[src/rtl/mac_operand_loader_pkg.sv]
// Shared constants and types for the MAC operand loader and the MAC read sequencer.
package mac_operand_loader_pkg;

  localparam int unsigned NUM_BANKS = 6;
  localparam int unsigned ADDR_W    = 8;
  localparam int unsigned DATA_W    = 16;
  localparam int unsigned CNT_W     = 9;

  typedef enum logic [1:0] {
    IDLE = 2'd0,
    LOAD = 2'd1,
    DONE = 2'd2
  } loader_state_t;

  typedef logic [2:0] lane_t;

  // Bank slot of each operand within one vector
  localparam lane_t SLOT_A1 = 3'd0;
  localparam lane_t SLOT_B1 = 3'd1;
  localparam lane_t SLOT_A2 = 3'd2;
  localparam lane_t SLOT_B2 = 3'd3;
  localparam lane_t SLOT_A3 = 3'd4;
  localparam lane_t SLOT_B3 = 3'd5;

endpackage

[src/rtl/mac_loader_cursor.sv]
// Lane / address / remaining-vector counters for the operand loader.
module mac_loader_cursor #(
  parameter int unsigned NUM_BANKS = 6,
  parameter int unsigned ADDR_W    = 8,
  parameter int unsigned CNT_W     = 9
) (
  input  logic              clk,
  input  logic              rst,
  input  logic              load,
  input  logic [ADDR_W-1:0] base_addr,
  input  logic [CNT_W-1:0]  vec_count,
  input  logic              advance,
  output logic [2:0]        lane,
  output logic [ADDR_W-1:0] cur_addr,
  output logic [CNT_W-1:0]  remaining,
  output logic              last_beat
);
  import mac_operand_loader_pkg::*;

  localparam lane_t LAST_LANE = lane_t'(NUM_BANKS - 1);

  lane_t lane_q;

  always_ff @(posedge clk or posedge rst) begin
    if (rst) begin
      lane_q    <= '0;
      cur_addr  <= '0;
      remaining <= '0;
    end else if (load) begin
      lane_q    <= '0;
      cur_addr  <= base_addr;
      remaining <= vec_count;
    end else if (advance) begin
      if (lane_q == LAST_LANE) begin
        lane_q    <= '0;
        cur_addr  <= cur_addr + ADDR_W'(1);
        remaining <= remaining - CNT_W'(1);
      end else begin
        lane_q <= lane_q + lane_t'(1);
      end
    end
  end

  assign lane      = lane_q;
  assign last_beat = (lane_q == LAST_LANE) && (remaining == CNT_W'(1));

endmodule

[src/rtl/mac_operand_loader.sv]
// Streams 16-bit operand words round-robin into six BRAM banks, one vector per address.
module mac_operand_loader #(
  parameter int unsigned NUM_BANKS = 6,
  parameter int unsigned ADDR_W    = 8,
  parameter int unsigned DATA_W    = 16,
  parameter int unsigned CNT_W     = 9
) (
  input  logic                        clk,
  input  logic                        rst,
  input  logic                        start,
  input  logic [ADDR_W-1:0]           base_addr,
  input  logic [CNT_W-1:0]            vec_count,
  input  logic                        in_valid,
  input  logic [DATA_W-1:0]           in_data,
  output logic                        in_ready,
  output logic [NUM_BANKS*ADDR_W-1:0] bram_addr,
  output logic [NUM_BANKS*DATA_W-1:0] bram_data_in,
  output logic [NUM_BANKS-1:0]        bram_we,
  output logic                        busy,
  output logic                        done
);
  import mac_operand_loader_pkg::*;

  loader_state_t     state_q, state_d;
  logic              accept;
  logic              load;
  logic [2:0]        lane;
  logic [ADDR_W-1:0] cur_addr;
  logic [CNT_W-1:0]  remaining;
  logic              last_beat;

  assign accept = in_valid && in_ready;
  assign load   = (state_q == IDLE) && start;

  mac_loader_cursor #(
    .NUM_BANKS (NUM_BANKS),
    .ADDR_W    (ADDR_W),
    .CNT_W     (CNT_W)
  ) u_cursor (
    .clk       (clk),
    .rst       (rst),
    .load      (load),
    .base_addr (base_addr),
    .vec_count (vec_count),
    .advance   (accept),
    .lane      (lane),
    .cur_addr  (cur_addr),
    .remaining (remaining),
    .last_beat (last_beat)
  );

  always_ff @(posedge clk or posedge rst) begin
    if (rst) state_q <= IDLE;
    else     state_q <= state_d;
  end

  always_comb begin
    state_d  = state_q;
    in_ready = 1'b0;
    busy     = 1'b1;
    done     = 1'b0;
    case (state_q)
      IDLE: begin
        busy = 1'b0;
        if (start) state_d = (vec_count == '0) ? DONE : LOAD;
      end
      LOAD: begin
        in_ready = 1'b1;
        if (accept && last_beat) state_d = DONE;
      end
      DONE: begin
        done    = 1'b1;
        state_d = IDLE;
      end
      default: state_d = IDLE;
    endcase
  end

  // Address/data slices keep their last value between writes; only we is pulsed.
  always_ff @(posedge clk or posedge rst) begin
    if (rst) begin
      bram_we      <= '0;
      bram_addr    <= '0;
      bram_data_in <= '0;
    end else begin
      bram_we <= accept ? (NUM_BANKS'(1) << lane) : '0;
      if (accept) begin
        bram_addr[int'(lane)*ADDR_W +: ADDR_W]    <= cur_addr;
        bram_data_in[int'(lane)*DATA_W +: DATA_W] <= in_data;
      end
    end
  end

endmodule

[config.mk]
export PLATFORM = sky130hd
export DESIGN_NAME = mac_operand_loader
export DESIGN_NICKNAME = d
export VERILOG_FILES = /design/src/rtl/mac_operand_loader_pkg.sv /design/src/rtl/mac_loader_cursor.sv /design/src/rtl/mac_operand_loader.sv
export SDC_FILE = /design/constraint.sdc
export NUM_CORES = 1
export LEC_CHECK = 0
export CAP_MARGIN = 30
export CORE_MARGIN = 2
export CORE_UTILIZATION = 43
export DETAILED_ROUTE_END_ITERATION = 16
export DONT_BUFFER_PORTS = 1
export HOLD_SLACK_MARGIN = 0.15
export MAX_ROUTING_LAYER = met4
export PLACE_DENSITY = 0.57
export SLEW_MARGIN = 10
export SYNTH_ARGS = -nofsm -noshare
export SYNTH_HDL_FRONTEND = slang
export SYNTH_HIERARCHICAL = 1
export SYNTH_SLANG_ARGS = --single-unit
[constraint.sdc]
create_clock -name clk -period 6.35 [get_ports clk]
set_input_delay 1.5875 -clock clk [delete_from_list [all_inputs] [get_ports clk]]
set_output_delay 1.5875 -clock clk [all_outputs]
set_load 0.01 [all_outputs]
==> out/results.tsv <==
metric	value	unit
cts_setup_buffers	0	
period_share	49.62	%
fmax	317.4	MHz
drt-total-wl	17.30	mm
num-nets-final	580	
synthCells	530	
status	finished, final reports clean	
worst_pin_slew	0.9284	ns
maxSlewViolCount	0	
synth_area_leaders	dfrtp_1 (58%), mux2_2 (18%), mux2_4 (4.0%)	
synth_top_area_share	57.75	%
crit_path_end_kind	flop	
critPathLaunchType	flop	
grt_pass1_wl	26.48	mm
cts_tree	built	
ys_types	52	
finalPower	4193	uW
wl_per_cell	22.46	um
cts_buffers	17	
final-seq-area	0.004304	mm^2
port_buffers	0	
vias	4248	
coreArea	0.01712	mm^2
antenna_found_initial	0	
final_cell_area	0.008235	mm^2
synth_edf_count	0	
ctsHoldBuffers	0	
gr-total-overflow	0	
synth_commonest_cells	dfrtp_1 (172), mux2_2 (119), and2_1 (40)	
hold_viol_final	0	
critPathKind	reg -> reg	
postCtsResizedCells	0	
pre_cts_slack	2.917	ns
p_per_area	509.2	mW/mm^2
fin_tns_setup	0	ns
insertedDiodeCount	0	
fin_worst_skew	0.01460	ns
fill_cells	1525	
leakage	0.003928	uW
hpwl	11.80	mm
worst_slack	3.199	ns
critPathRequiredTime	6.65	ns
hold_path_class	reg -> reg	
syn_area	0.007453	mm^2
cts.htree.levels	4	
ant_nets	0	
synth_warnings	6	
drive_gt1_share	35.96	%
ys_seq_area_share	57.75	%
fin_crit	3.151	ns
vias_per_cell	5.517	
fp.dieW	135.7	um
setup_violations	0	
path_max_fanout	24	
place.gp.congestion	0.7787	
multi_input_area	0.002953	mm^2
hold_ws	0.5733	ns
clkSinkCount	172	
max-cap-violations	0	
synth_seq_cells	172	
clock_path_buffers	2	
grt_max_degree	91	
io_pins	190	
root_buffer	clkbuf_16	
synth_nets	577	
area_growth	10.49	%
dieArea	0.01840	mm^2
grt_pass1_vias	4546	
path_clk_slew	0.07	ns
yosysTopAreaCell	dfrtp_1	
post_dp_cell_area	0.007660	mm^2
rsz0062_at_grt	no	
synth_area_per_cell	14.06	um^2
start_util	43.55	%
vdd_drop_max	201.1	uV
synthArstFlopShare	100.0	%
worstPathArrival	3.46	ns
insertion_delay	0.43	ns
synth_ff_type	dfrtp_1	
drc	0	
fp.dieH	135.7	um
drt_iter0_markers	204	
grt_util_all_layers	19.61	%
row_count	48	
yosysMostFrequentCell	dfrtp_1	
drt_first_pass_iters	4	
maxSlewHeadroom	37.96	%
==> routing by layer <==
layer | up-vias | global-route usage, % | wire length [um]
li1 | 1878 | - | -
met1 | 2204 | 23.66 | 7012
met2 | 149 | 30.19 | 8234
met3 | 17 | 8.268 | 1858
met4 | 0 | 5.671 | 190
met5 | - | - | 0
==> cell type report <==
class / count / area share (%)
clock inverter: 11 / 1.322
multi-input combinational: 321 / 35.86
clock buffer: 20 / 5.667
tap: 225 / 3.418
inverter: 13 / 0.6533
sequential: 172 / 52.26
timing repair buffer: 8 / 0.8204
==> state kept, by name (all words and copies together) (netlist names) <==
register,cells
bram_we,6
bram_addr,48
u_cursor/cur_addr,8
state_q,2
u_cursor/remaining,9
bram_data_in,96
u_cursor/lane,3
==> stage by stage <==
step / cells / utilization (%)
final: 770 / 48.11
after global routing: 770 / 48.11
after CTS: 770 / 48.11
after detailed placement: 739 / 44.75
after global placement: 737 / 44.62
after floorplan: 530 / -
==> layout by cell type, fill, tap and decap left out, types with 3 or more instances in the layout <==
master and instances:
nor2_1 17, and3_1 4, nor4_1 4, or4_1 6, mux2_1 3, nor2b_1 4, a21oi_1 4, clkinv_4 3
dfrtp_1 172, o31ai_1 6, clkbuf_16 17, nand2b_1 3, clkbuf_8 3, inv_1 11, buf_4 7, xnor2_1 3
mux2_2 119, nand2_1 14, mux2i_1 6, a31oi_1 8, o21ai_0 6, mux2_4 20, and2_1 40, nand3b_1 3
nand3_1 7, inv_6 5, ha_1 10
==> critical path, cell delays in order, from the launching register on <==
cell and delay [ns]:
dfrtp_1 0.74, inv_1 0.18, ha_1 0.29, ha_1 0.41, nand4b_4 0.21, nor2_4 0.78, mux2_2 0.42
==> power breakdown <==
group | leakage [uW] | total (uW) | internal, uW | switching [uW]
Combinational | 0.00138 | 1020 | 551 | 473
Clock | 0.000284 | 1010 | 575 | 437
Sequential | 0.00226 | 2160 | 1540 | 615
Total | 0.00393 | 4190 | 2670 | 1530
==> cells by family (layout without fill, tap and decap cells) <==
kind of cell	Yosys count	in the layout	synth area share (%)
AO/OA/AOI/OAI	31	31	2.720
adder cells (fa/ha/maj)	10	10	1.679
multiplexers	148	148	23.27
buffers and inverters	37	52	2.837
AND/OR/NAND/NOR	129	129	11.40
flip-flops	172	172	57.75
XOR/XNOR	3	3	0.3526
==> path summary, 6_finish.rpt <==
check / start / to / slack [ns] / depth (start not counted)
min in group asynchronous: rst / bram_addr[37] / 1.18 / 1
worst min register to register: bram_addr[20] / bram_addr[20] / 0.57 / 1
max in group asynchronous: rst / bram_data_in[61] / 3.82 / 2
worst min-delay path: bram_addr[20] / bram_addr[20] / 0.57 / 1
worst max register to register: u_cursor/lane[0] / bram_addr[10] / 3.20 / 6
worst max-delay path: u_cursor/lane[0] / bram_addr[10] / 3.20 / 6
Power figures use the tool's default switching activity.
